==> config.mk <==
export PLATFORM = sky130hd
export DESIGN_NAME = fetch_controller
export DESIGN_NICKNAME = d
export VERILOG_FILES = /design/src/rtl/fetch_pkg.sv /design/src/rtl/fetch_controller.sv
export SDC_FILE = /design/constraint.sdc
export NUM_CORES = 1
export LEC_CHECK = 0
export ABC_CLOCK_PERIOD_IN_PS = 1660
export BUFFER_PORTS_ARGS = -buffer_cell sky130_fd_sc_hd__buf_2
export CORE_ASPECT_RATIO = 1.2
export CORE_MARGIN = 2
export CORE_UTILIZATION = 24
export DETAILED_ROUTE_END_ITERATION = 10
export GPL_TIMING_DRIVEN = 0
export PLACE_DENSITY = 0.51
export SLEW_MARGIN = 20
export SYNTH_ARGS = -nofsm -noshare
export SYNTH_HDL_FRONTEND = slang
export SYNTH_SLANG_ARGS = --single-unit
==> constraint.sdc <==
create_clock -name clk -period 1.66 [get_ports clk]
set_input_delay 0.166 -clock clk [delete_from_list [all_inputs] [get_ports clk]]
set_output_delay 0.166 -clock clk [all_outputs]
set_load 0.02 [all_outputs]
==> src/rtl/fetch_pkg.sv <==
// fetch_pkg: fetch FSM states, NOP encoding and default widths shared by the fetch controller
package fetch_pkg;
  typedef enum logic [1:0] {IDLE, WAIT, HOLD} fetch_state_t;
  localparam int DEF_ADDR_WIDTH = 64;
  localparam int DEF_INST_WIDTH = 32;
  localparam logic [31:0] DEF_NOP_INST = 32'h00000013;
endpackage

==> src/rtl/fetch_controller.sv <==
// fetch_controller: IF sequencer; PC_In in, req/ack instruction memory, PC_Write/IF_ID_Write enables, held Instruction/Fetch_PC/Valid out
module fetch_controller
  import fetch_pkg::*;
#(
  parameter int ADDR_WIDTH = DEF_ADDR_WIDTH,
  parameter int INST_WIDTH = DEF_INST_WIDTH,
  parameter logic [INST_WIDTH-1:0] NOP_INST = INST_WIDTH'(DEF_NOP_INST)
) (
  input  logic                  clk,
  input  logic                  reset,
  input  logic [ADDR_WIDTH-1:0] PC_In,
  input  logic                  Hazard_Stall,
  input  logic                  Flush,
  output logic                  Mem_Req,
  output logic [ADDR_WIDTH-1:0] Mem_Addr,
  input  logic                  Mem_Ack,
  input  logic [INST_WIDTH-1:0] Mem_Rdata,
  output logic                  PC_Write,
  output logic                  IF_ID_Write,
  output logic [INST_WIDTH-1:0] Instruction,
  output logic [ADDR_WIDTH-1:0] Fetch_PC,
  output logic                  Valid
);
  fetch_state_t state, state_nx;
  logic [ADDR_WIDTH-1:0] addr_reg;
  logic [INST_WIDTH-1:0] inst_reg;
  logic drop;
  always_ff @(posedge clk or negedge reset)
    if (!reset) state <= IDLE;
    else state <= state_nx;
  always_comb begin
    state_nx = (state == IDLE) ? (Flush ? IDLE : WAIT)
             : (state == WAIT) ? (!Mem_Ack ? WAIT : (drop | Flush) ? IDLE : HOLD)
             : (Hazard_Stall & ~Flush) ? HOLD : IDLE;
  end
  always_comb begin
    Mem_Req     = state == WAIT;
    PC_Write    = Flush | (state == HOLD & ~Hazard_Stall);
    IF_ID_Write = state == HOLD & ~Hazard_Stall & ~Flush;
  end
  always_ff @(posedge clk or negedge reset)
    if (!reset) begin
      addr_reg <= '0;
      inst_reg <= NOP_INST;
      Valid    <= 1'b0;
      drop     <= 1'b0;
    end else begin
      if (state == IDLE && !Flush) addr_reg <= PC_In;
      if (state == WAIT) begin
        drop <= Mem_Ack ? 1'b0 : drop | Flush;
        if (Mem_Ack && !(drop || Flush)) begin
          inst_reg <= Mem_Rdata;
          Valid    <= 1'b1;
        end
      end
      if (state == HOLD) begin
        if (Flush) inst_reg <= NOP_INST;
        if (Flush || !Hazard_Stall) Valid <= 1'b0;
      end
    end
  assign Mem_Addr    = addr_reg;
  assign Fetch_PC    = addr_reg;
  assign Instruction = inst_reg;
endmodule

==> load_flow_metrics.sql, run 1 <==
INSERT INTO impl_metrics (metric_group, metric, value, unit) VALUES
('timing', 'skew', '0.0104', 'ns'),
('clocking', 'cts_root_buffer', 'sky130_fd_sc_hd__clkbuf_16', ''),
('global_route', 'overflow', '0', ''),
('layout', 'area_growth', '42.5', '%'),
('placed_design', 'placement.setup.worst_slack', '0.0926', 'ns'),
('clocking', 'clk-insertion-delay-late', '0.35', 'ns'),
('timing', 'slew_violations', '0', ''),
('floorplanning', 'die_w', '131', 'µm'),
('floorplanning', 'design.core.area', '18900', 'µm²'),
('power', 'power_report.internal_total', '7.77', 'mW'),
('clocking', 'postCtsSetupRepairBufs', '0', ''),
('placed_design', 'place.detailed.hpwl', '9430', 'µm'),
('layout', 'register_area', '2510', 'µm²'),
('floorplanning', 'design.die.area', '20500', 'µm²'),
('power', 'power.switching_fraction', '0.420', ''),
('synthesis', 'synth_top_area_frac', '0.522', ''),
('placed_design', 'gp_congestion', '0.735', ''),
('clocking', 'cts_tree', 'done', ''),
('power', 'total_power', '13.4', 'mW'),
('timing', 'final.hold.worst_slack', '0.0381', 'ns'),
('drt', 'drt_iter0_markers', '135', ''),
('floorplanning', 'floorplan.die.height', '156', 'µm'),
('run_status', 'outcome', 'finished clean', ''),
('clocking', 'post_cts_resize_count', '0', ''),
('global_route', 'grt_pass1_wl', '18500', 'µm'),
('drt', 'num_vias', '3634', ''),
('timing', 'final_min_period_over_clock_period', '0.936', ''),
('power', 'pwr-share-comb', '0.522', ''),
('layout', 'insertedDiodeCount', '0', ''),
('synthesis', 'synth-seq-area-share', '0.539', ''),
('power', 'p_per_area', '2020', 'nW/µm²'),
('critical_path', 'path_class', 'reg -> reg', ''),
('synthesis', 'average_instance_area_after_synthesis', '12.8', 'µm²'),
('drt', 'detailedRoute.firstPassIterationCount', '4', ''),
('layout', 'final_net_count', '740', ''),
('synthesis', 'synthesized_netlist_cell_count', '362', ''),
('clocking', 'cts.path.max_buffers', '2', ''),
('timing', 'finalHoldViolCount', '0', ''),
('global_route', 'vias_in_the_first_global_route', '3590', ''),
('drt', 'antenna_violating_nets_remaining', '0', ''),
('placed_design', 'port-buffer-count', '264', ''),
('power', 'share_clk_of_total_power', '0.157', ''),
('synthesis', 'syn_area', '4650', 'µm²'),
('critical_path', 'largest_fanout_on_the_critical_path', '10', ''),
('synthesis', 'yosysWarnings', '0', ''),
('timing', 'tightestPinTransition', '0.510', 'ns'),
('synthesis', 'yosysUniqueCellTypes', '26', ''),
('global_route', 'global_route.usage.total', '0.115', ''),
('placed_design', 'dp_cells', '883', ''),
('clocking', 'cts_sinks', '100', ''),
('floorplanning', 'num_rows', '55', ''),
('power', 'seqPwrFrac', '0.321', ''),
('timing', 'clock.fmax', '643', 'MHz'),
('timing', 'setup-violations-final', '0', ''),
('clocking', 'clk_pin_slew', '0.08', 'ns'),
('power', 'vdd.ir_drop.worst', '715', 'µV'),
('drt', 'finalWirelength', '12400', 'µm'),
('layout', 'filler_cell_count', '1926', ''),
('synthesis', 'postSynthRegisterBits', '100', ''),
('drt', 'drcViolationCount', '0', ''),
('global_route', 'grt_max_degree', '52', ''),
('critical_path', 'worst_setup_end_kind', 'register', ''),
('timing', 'rsz0062_at_grt', 'false', ''),
('floorplanning', 'effective_utilization_at_floorplan', '0.246', ''),
('synthesis', 'synthesis.nets', '463', ''),
('hold_path', 'type_of_the_worst_min_delay_path', 'in -> reg', ''),
('global_route', 'initial_antenna_violation_count', '0', ''),
('power', 'power.leakage', '3.47', 'nW'),
('critical_path', 'cp.required', '1.88', 'ns'),
('synthesis', 'netlist_top_cells_area', 'sky130_fd_sc_hd__dfrtp_1, sky130_fd_sc_hd__mux2_4, sky130_fd_sc_hd__buf_4', ''),
('power', 'power_switching', '5.63', 'mW');
[flip-flops by register name, summed over array words and instances (netlist names)]
name	flops
Fetch_PC	64
Instruction	32
state	2
Valid	1
drop	1
[logic make-up (layout without fill, tap and decap cells)]
logic type | Yosys count | count (layout) | synth area share
AOI/OAI and AO/OA | 40 | 40 | 0.0455
buffers and inverters | 85 | 367 | 0.146
DFF | 100 | 100 | 0.539
muxes | 64 | 64 | 0.195
and+or+nand+nor | 73 | 73 | 0.0745
[cell usage after synthesis]
library cell               count
sky130_fd_sc_hd__buf_4        70
sky130_fd_sc_hd__dfrtp_1      97
sky130_fd_sc_hd__mux2_2       15
sky130_fd_sc_hd__nor2_2        1
sky130_fd_sc_hd__dfstp_2       3
sky130_fd_sc_hd__buf_12        5
sky130_fd_sc_hd__a21oi_1       4
sky130_fd_sc_hd__nor2b_1       2
sky130_fd_sc_hd__buf_2         8
sky130_fd_sc_hd__nor3_2        1
sky130_fd_sc_hd__o21ai_1       8
sky130_fd_sc_hd__and3b_1       1
sky130_fd_sc_hd__nand3_1      29
sky130_fd_sc_hd__o21bai_1      1
sky130_fd_sc_hd__mux2_4       49
sky130_fd_sc_hd__nand2_1      29
sky130_fd_sc_hd__a21o_1        2
sky130_fd_sc_hd__o21ai_0      24
sky130_fd_sc_hd__or2_1         1
sky130_fd_sc_hd__buf_6         1
sky130_fd_sc_hd__nor3_1        4
sky130_fd_sc_hd__nand2b_1      1
sky130_fd_sc_hd__nor2_1        2
sky130_fd_sc_hd__nand3b_1      2
sky130_fd_sc_hd__inv_1         1
sky130_fd_sc_hd__o22a_1        1
[cell usage in the layout, fill, tap and decap left out, drive strengths merged]
cell type	instances
dfrtp	97
clkbuf	9
dfstp	3
nor2	3
a21oi	4
mux2	64
o22a	1
o21ai	32
nand2b	1
nand2	29
buf	349
dlygate4sd3	1
or2	1
and3b	1
nor2b	2
a21o	2
inv	6
nand3	29
o21bai	1
nor3	5
nand3b	2
clkinv	2
[routing by layer]
layer	wire, µm	share of wire	up-vias	track usage
met4	204	0.016	0	0.0395
li1	-	-	1713	-
met1	4980	0.40	1744	0.131
met3	1030	0.083	14	0.0379
met2	6170	0.50	163	0.202
met5	0	0	-	0
[worst max-delay path: stages, from the launching register on]
cell                      delay [ns]
sky130_fd_sc_hd__dfrtp_1        0.45
sky130_fd_sc_hd__nor3_2         0.25
sky130_fd_sc_hd__buf_6          0.24
sky130_fd_sc_hd__buf_12         0.17
sky130_fd_sc_hd__mux2_4         0.30
[power groups by stage]
stage               Clock (mW)  Combinational (mW)  Sequential (mW)
floorplan                    0                3.55             5.50
global placement             0                7.05             4.29
detailed placement           0                7.08             4.34
CTS                       2.19                7.09             4.31
global route              2.29                7.53             4.45
finish                    2.11                6.99             4.30
[layout make-up]
| cell class | instances | share of cell area |
|---|---|---|
| plain buffers | 84 | 0.102 |
| clock buffers | 9 | 0.0340 |
| clock inverters | 7 | 0.0102 |
| inverters | 1 | 0.000566 |
| multi-input cells | 177 | 0.221 |
| flip-flops and latches | 100 | 0.378 |
| well taps | 256 | 0.0483 |
| repair buffers | 266 | 0.206 |
[stage by stage]
stage | setup TNS [ns] | instance area, µm² | utilization
2_1_floorplan | 0 | 4650 | -
3_3_place_gp | -65.16 | 6290 | 0.332
3_5_place_dp | 0 | 6320 | 0.334
4_1_cts | 0 | 6630 | 0.350
5_1_grt | 0 | 6630 | 0.350
6_report | 0 | 6630 | 0.350
[path summary, 6_finish.rpt]
| check | startpoint | end | slack, ns | cells after the start |
|---|---|---|---|---|
| max | state[1] | Fetch_PC[23] | 0.11 | 4 |
| min | Mem_Rdata[28] | Instruction[28] | 0.04 | 3 |
| max reg2reg | state[1] | Fetch_PC[23] | 0.11 | 4 |
| min reg2reg | Instruction[31] | Instruction[31] | 0.52 | 2 |
| max in group asynchronous | reset | Instruction[1] | 0.66 | 3 |
| min in group asynchronous | reset | Fetch_PC[16] | 0.33 | 2 |
Power figures use the tool's default switching activity.
==> inputs of run 2 (changes only) <==
--- a/config.mk
+++ b/config.mk
@@ -13,6 +13,7 @@
 export DETAILED_ROUTE_END_ITERATION = 10
 export GPL_TIMING_DRIVEN = 0
 export PLACE_DENSITY = 0.51
+export REMOVE_ABC_BUFFERS = 1
 export SLEW_MARGIN = 20
 export SYNTH_ARGS = -nofsm -noshare
 export SYNTH_HDL_FRONTEND = slang
==> run 2 against run 1 <==
Clock power shrank 4%. Sequential power shrank 0.9%. Sequential share of layout area grew 2.2 points. Global-route usage is essentially flat. Largest power group unchanged.
==> load_flow_metrics.sql, run 2 (synthesis gave the netlist of run 1 again) <==
INSERT INTO impl_metrics (metric_group, metric, value, unit) VALUES
('run_status', 'outcome', 'finished clean', ''),
('timing', 'final_min_period_over_clock_period', '0.986', ''),
('global_route', 'initial_antenna_violation_count', '0', ''),
('flow_run', 'maxCapViolCount', '0', ''),
('timing', 'final.hold.worst_slack', '0.0472', 'ns'),
('clocking', 'cts_sinks', '100', ''),
('drt', 'num_vias', '3437', ''),
('drt', 'drt_iter0_markers', '87', ''),
('layout', 'instances_no_fill', '837', ''),
('layout', 'largest_register_ff_count', '64', ''),
('critical_path', 'worst_setup_end_kind', 'register', ''),
('timing', 'post-route-worst-setup-slack', '0.0239', 'ns'),
('timing', 'period_needed', '1.64', 'ns'),
('floorplanning', 'io-pin-count', '265', ''),
('floorplanning', 'floorplan.die.height', '156', 'µm'),
('layout', 'insertedDiodeCount', '0', ''),
('layout', 'most-common-layout-cells', 'sky130_fd_sc_hd__buf_2, sky130_fd_sc_hd__dfrtp_1, sky130_fd_sc_hd__mux2_4', ''),
('power', 'p_per_area', '2000', 'nW/µm²'),
('drt', 'drt-wirelength-per-cell', '14.5', 'µm'),
('timing', 'clock.fmax', '611', 'MHz'),
('drt', 'drcViolationCount', '0', ''),
('placed_design', 'gp_congestion', '0.691', ''),
('critical_path', 'largest_fanout_on_the_critical_path', '11', ''),
('critical_path', 'reg2reg_slack', '0.02', 'ns'),
('layout', 'area_growth', '34.9', '%'),
('power', 'vdd.ir_drop.worst', '626', 'µV'),
('placed_design', 'dp_cells', '806', ''),
('power', 'power.leakage', '3.20', 'nW'),
('clocking', 'cts_root_buffer', 'sky130_fd_sc_hd__clkbuf_16', ''),
('timing', 'rsz0062_at_grt', 'true', ''),
('critical_path', 'arrival', '1.86', 'ns'),
('critical_path', 'worstSetupStartpointType', 'register', ''),
('critical_path', 'path_class', 'reg -> reg', ''),
('timing', 'finalHoldViolCount', '0', ''),
('timing', 'skew', '0.00749', 'ns'),
('floorplanning', 'design.die.area', '20500', 'µm²'),
('clocking', 'cts-buffers-inserted', '9', ''),
('floorplanning', 'design.core.area', '18900', 'µm²'),
('drt', 'antenna_violating_nets_remaining', '0', ''),
('placed_design', 'port-buffer-count', '264', ''),
('timing', 'setup-violations-final', '0', ''),
('clocking', 'clk-insertion-delay-late', '0.34', 'ns'),
('drt', 'post_detailed_route_via_to_cell_ratio', '4.11', ''),
('placed_design', 'placement.setup.worst_slack', '-0.958', 'ns'),
('clocking', 'clk_pin_slew', '0.07', 'ns'),
('global_route', 'grt_pass1_wl', '18200', 'µm'),
('timing', 'tightestPinTransition', '0.777', 'ns'),
('critical_path', 'cp.required', '1.88', 'ns'),
('global_route', 'overflow', '0', ''),
('floorplanning', 'num_rows', '55', ''),
('global_route', 'grt_max_degree', '56', ''),
('layout', 'filler_cell_count', '1894', ''),
('layout', 'drive_gt1_frac', '0.645', ''),
('placed_design', 'place.detailed.hpwl', '8490', 'µm'),
('floorplanning', 'effective_utilization_at_floorplan', '0.246', ''),
('drt', 'finalWirelength', '12100', 'µm'),
('drt', 'detailedRoute.firstPassIterationCount', '4', ''),
('timing', 'slew_violations', '0', ''),
('global_route', 'global_route.usage.total', '0.116', ''),
('layout', 'final_net_count', '677', ''),
('timing', 'worst_slew_margin_rel', '0.481', ''),
('global_route', 'vias_in_the_first_global_route', '3472', ''),
('clocking', 'cts.path.max_buffers', '2', ''),
('layout', 'layout_commonest_cell', 'sky130_fd_sc_hd__buf_2', ''),
('floorplanning', 'die_w', '131', 'µm'),
('hold_path', 'type_of_the_worst_min_delay_path', 'in -> reg', ''),
('clocking', 'cts_tree', 'done', ''),
('power', 'total_power', '12.6', 'mW'),
('clocking', 'cts.htree.levels', '3', '');
run 2: changes by cell type in the layout (fill, tap and decap cells not counted), sizes merged:
| cell | change |
|---|---|
| clkinv | +1 |
| inv | -2 |
| nor2 | +1 |
| bufbuf | +1 |
| clkbuf | +2 |
| buf | -66 |
run 2: path summary, 6_finish.rpt:
path                              endpoint            from  cells past startpoint
max                           Fetch_PC[58]        state[0]                      5
min                        Instruction[23]   Mem_Rdata[23]                      3
max reg2reg                   Fetch_PC[58]        state[0]                      5
min reg2reg                 Instruction[3]  Instruction[3]                      2
max in group asynchronous   Instruction[1]           reset                      3
min in group asynchronous   Instruction[5]           reset                      2
run 2: metrics by stage:
step	TNS (ns)	util	area [µm²]
2_1_floorplan	-195.73	-	3970
3_3_place_gp	-363.38	0.297	5610
3_5_place_dp	-34.38	0.305	5770
4_1_cts	0	0.329	6230
5_1_grt	-0.330	0.332	6270
6_report	0	0.332	6270
run 2: report_power, final:
part	leakage (nW)	switching (mW)	internal (mW)
Clock	0.144	0.956	1.07
Combinational	1.86	3.74	2.54
Sequential	1.20	0.740	3.52
Total	3.20	5.43	7.12
run 2: worst max-delay path: stages (launching register included):
cell	delay, ns
sky130_fd_sc_hd__dfrtp_2	0.44
sky130_fd_sc_hd__nor3_4	0.23
sky130_fd_sc_hd__buf_8	0.14
sky130_fd_sc_hd__buf_4	0.12
sky130_fd_sc_hd__bufbuf_16	0.29
sky130_fd_sc_hd__mux2_4	0.30
run 2: cell type report:
class / count / area (µm²) / share of cell area
tap: 256 / 320 / 0.0511
inverter: 1 / 3.75 / 0.000598
multi-input combinational: 178 / 1500 / 0.239
clock buffer: 10 / 239 / 0.0381
sequential: 100 / 2510 / 0.400
clock inverter: 6 / 45.0 / 0.00718
timing repair buffer: 286 / 1660 / 0.264
run 2: routing by layer:
metal / vias to the layer above / routed length (µm) / track usage
met5: - / 0 / 0
met4: 0 / 114 / 0.0334
met3: 8 / 1070 / 0.0373
met2: 188 / 6010 / 0.205
met1: 1654 / 4940 / 0.132
li1: 1587 / - / -
run 2: repair_timing:
action	4_1_cts	5_1_grt
cloned	2	1
endpoints found under the hold margin	45	0
setup endpoints to repair	91	29
hold buffers	1	0
pin swaps	3	0
gates resized for setup	6	5
buffers inserted	12	0
==> inputs of run 3 (changes only) <==
--- a/config.mk
+++ b/config.mk
@@ -9,10 +9,10 @@
 export BUFFER_PORTS_ARGS = -buffer_cell sky130_fd_sc_hd__buf_2
 export CORE_ASPECT_RATIO = 1.2
 export CORE_MARGIN = 2
-export CORE_UTILIZATION = 24
+export CORE_UTILIZATION = 36
 export DETAILED_ROUTE_END_ITERATION = 10
 export GPL_TIMING_DRIVEN = 0
-export PLACE_DENSITY = 0.51
+export PLACE_DENSITY = 0.7
 export REMOVE_ABC_BUFFERS = 1
 export SLEW_MARGIN = 20
 export SYNTH_ARGS = -nofsm -noshare
==> run 3 against run 2 <==
Critical path depth unchanged. Sequential cell count unchanged. Sequential power about the same. Combinational power down 2%. Non-clock buffer count down 3. Fmax up 0.84%. Worst setup slack better by 0.014 ns. Global-route usage up 3.8 points. Final area down 3.1%. Die area down 32%. Largest power group unchanged. Sequential share of layout area up 1.3 points. Final cell count down 11%.
==> load_flow_metrics.sql, run 3 (synthesis gave the netlist of run 1 again) <==
INSERT INTO impl_metrics (metric_group, metric, value, unit) VALUES
('timing', 'setup_tns', '0', 'ns'),
('timing', 'skew', '0.00971', 'ns'),
('clocking', 'clk-insertion-delay-late', '0.34', 'ns'),
('placed_design', 'place.detailed.hpwl', '7990', 'µm'),
('global_route', 'global_route.usage.total', '0.154', ''),
('power', 'power_report.internal_total', '7.05', 'mW'),
('timing', 'finalHoldViolCount', '0', ''),
('floorplanning', 'die_w', '108', 'µm'),
('hold_path', 'type_of_the_worst_min_delay_path', 'in -> reg', ''),
('power', 'power_switching', '5.36', 'mW'),
('power', 'seqPwrFrac', '0.344', ''),
('critical_path', 'critical_path.reg2reg.startpoint', 'state[0]', ''),
('layout', 'post-route-util', '0.482', ''),
('power', 'share_clk_of_total_power', '0.161', ''),
('clocking', 'cts.htree.levels', '3', ''),
('layout', 'drive_gt1_frac', '0.644', ''),
('power', 'power.leakage', '3.16', 'nW'),
('global_route', 'initial_antenna_violation_count', '0', ''),
('layout', 'largest_register_ff_count', '64', ''),
('power', 'power.switching_fraction', '0.432', ''),
('clocking', 'clk_pin_slew', '0.07', 'ns'),
('critical_path', 'reg2reg_to', 'Fetch_PC[12]', ''),
('floorplanning', 'design.core.area', '12600', 'µm²'),
('critical_path', 'worst_setup_end_kind', 'register', ''),
('drt', 'post_detailed_route_via_to_cell_ratio', '4.63', ''),
('global_route', 'grt_pass1_wl', '16800', 'µm'),
('timing', 'worst_slew_margin_rel', '0.505', ''),
('timing', 'period_needed', '1.62', 'ns'),
('drt', 'detailedRoute.firstPassIterationCount', '4', ''),
('layout', 'insertedDiodeCount', '0', ''),
('clocking', 'cts_root_buffer', 'sky130_fd_sc_hd__clkbuf_16', ''),
('floorplanning', 'io-pin-count', '265', ''),
('timing', 'tightestPinTransition', '0.741', 'ns'),
('placed_design', 'postPlaceCellArea', '5630', 'µm²'),
('timing', 'slew_violations', '0', ''),
('timing', 'clock.fmax', '616', 'MHz'),
('critical_path', 'path_class', 'reg -> reg', ''),
('placed_design', 'port-buffer-count', '264', ''),
('drt', 'num_vias', '3435', ''),
('power', 'pwr-share-comb', '0.496', ''),
('layout', 'filler_cell_count', '1131', ''),
('clocking', 'cts.path.max_buffers', '2', ''),
('drt', 'drt_iter0_markers', '135', ''),
('critical_path', 'setup.worst_path.start', 'state[0]', ''),
('drt', 'drt-wirelength-per-cell', '14.8', 'µm'),
('layout', 'area_growth', '30.7', '%'),
('layout', 'fin_area', '6080', 'µm²'),
('floorplanning', 'floorplan.die.height', '128', 'µm'),
('clocking', 'cts_tree', 'done', ''),
('floorplanning', 'effective_utilization_at_floorplan', '0.369', ''),
('global_route', 'overflow', '0', ''),
('critical_path', 'largest_fanout_on_the_critical_path', '8', ''),
('clocking', 'cts_sinks', '100', ''),
('critical_path', 'worst-r2r-cell-count', '5', ''),
('floorplanning', 'num_rows', '45', ''),
('floorplanning', 'design.die.area', '13800', 'µm²'),
('critical_path', 'worstSetupStartpointType', 'register', ''),
('critical_path', 'reg2reg_slack', '0.04', 'ns'),
('timing', 'setup-violations-final', '0', ''),
('critical_path', 'worstSetupEndpoint', 'Fetch_PC[12]', ''),
('drt', 'finalWirelength', '11000', 'µm'),
('layout', 'layout_commonest_cell', 'sky130_fd_sc_hd__buf_2', ''),
('layout', 'most-common-layout-cells', 'sky130_fd_sc_hd__buf_2, sky130_fd_sc_hd__dfrtp_1, sky130_fd_sc_hd__mux2_4', ''),
('timing', 'rsz0062_at_grt', 'true', ''),
('drt', 'antenna_violating_nets_remaining', '0', ''),
('global_route', 'grt_max_degree', '52', ''),
('flow_run', 'maxCapViolCount', '0', ''),
('critical_path', 'arrival', '1.85', 'ns'),
('placed_design', 'gp_congestion', '0.728', ''),
('critical_path', 'cp.required', '1.88', 'ns'),
('layout', 'final_net_count', '674', ''),
('drt', 'drcViolationCount', '0', ''),
('power', 'p_per_area', '2040', 'nW/µm²'),
('run_status', 'outcome', 'finished clean', ''),
('power', 'vdd.ir_drop.worst', '1060', 'µV'),
('hold_path', 'hold_depth', '3', ''),
('timing', 'final_min_period_over_clock_period', '0.977', ''),
('global_route', 'vias_in_the_first_global_route', '3363', ''),
('clocking', 'cts-buffers-inserted', '9', '');
## run 3: cell types whose count changed in the layout (fill, tap and decap cells not counted), sizes merged
cell    previous run  this run
buf              283       281
bufbuf             1         0
clkinv             3         2
inv                4         5
## run 3: what timing repair did
action / CTS / global route
cloned: 1 / 1
hold buffers: 1 / 0
gates resized for setup: 12 / 3
hold endpoints to repair: 47 / 0
buffers inserted: 7 / 4
pin swaps: 2 / 2
setup endpoints to repair: 93 / 39
## run 3: routing by layer
metal / wire, µm / GRT usage / vias up
met4: 185 / 0.0633 / 0
met3: 803 / 0.0299 / 16
met2: 5770 / 0.273 / 177
met1: 4250 / 0.182 / 1660
met5: 0 / 0 / -
li1: - / - / 1582
## run 3: worst max-delay path: stages, from the launching register on
cell	delay [ns]
sky130_fd_sc_hd__dfrtp_2	0.45
sky130_fd_sc_hd__nor3_4	0.29
sky130_fd_sc_hd__buf_12	0.16
sky130_fd_sc_hd__buf_12	0.13
sky130_fd_sc_hd__buf_4	0.15
sky130_fd_sc_hd__mux2_2	0.33
## run 3: stage by stage
| step | hold slack, ns | std cells | total power, mW | setup WS [ns] |
|---|---|---|---|---|
| floorplan | -0.130 | 278 | 8.03 | -3.05 |
| global placement | 0.389 | 706 | 10.2 | -4.02 |
| detailed placement | 0.144 | 713 | 10.3 | -0.701 |
| CTS | 0.0395 | 737 | 12.5 | -0.00372 |
| global route | 0.0355 | 742 | 13.2 | -0.0176 |
| finish | 0.0516 | 742 | 12.4 | 0.0376 |
## run 3: cell type report
type,count,area (µm²),area share
clock buffers,10,239,0.0393
clock inverters,6,45.0,0.00741
inverters,1,3.75,0.000618
multi-input cells,178,1500,0.246
flip-flops and latches,100,2510,0.413
well taps,164,205,0.0338
repair buffers,283,1580,0.260
## run 3: power by group through the flow
stage / logic [mW] / registers, mW / clock network (mW)
6_report: 6.15 / 4.27 / 1.99
5_1_grt: 6.56 / 4.41 / 2.18
4_1_cts: 6.15 / 4.28 / 2.06
3_5_place_dp: 6.04 / 4.29 / 0
3_3_place_gp: 6.03 / 4.21 / 0
2_1_floorplan: 1.64 / 6.39 / 0
## run 3: worst min-delay path by stage
stage	from	end
floorplan	reset	Fetch_PC[0]
global placement	Mem_Rdata[23]	Instruction[23]
detailed placement	reset	Fetch_PC[20]
CTS	Mem_Rdata[23]	Instruction[23]
global route	PC_In[39]	Fetch_PC[39]
finish	Mem_Rdata[23]	Instruction[23]
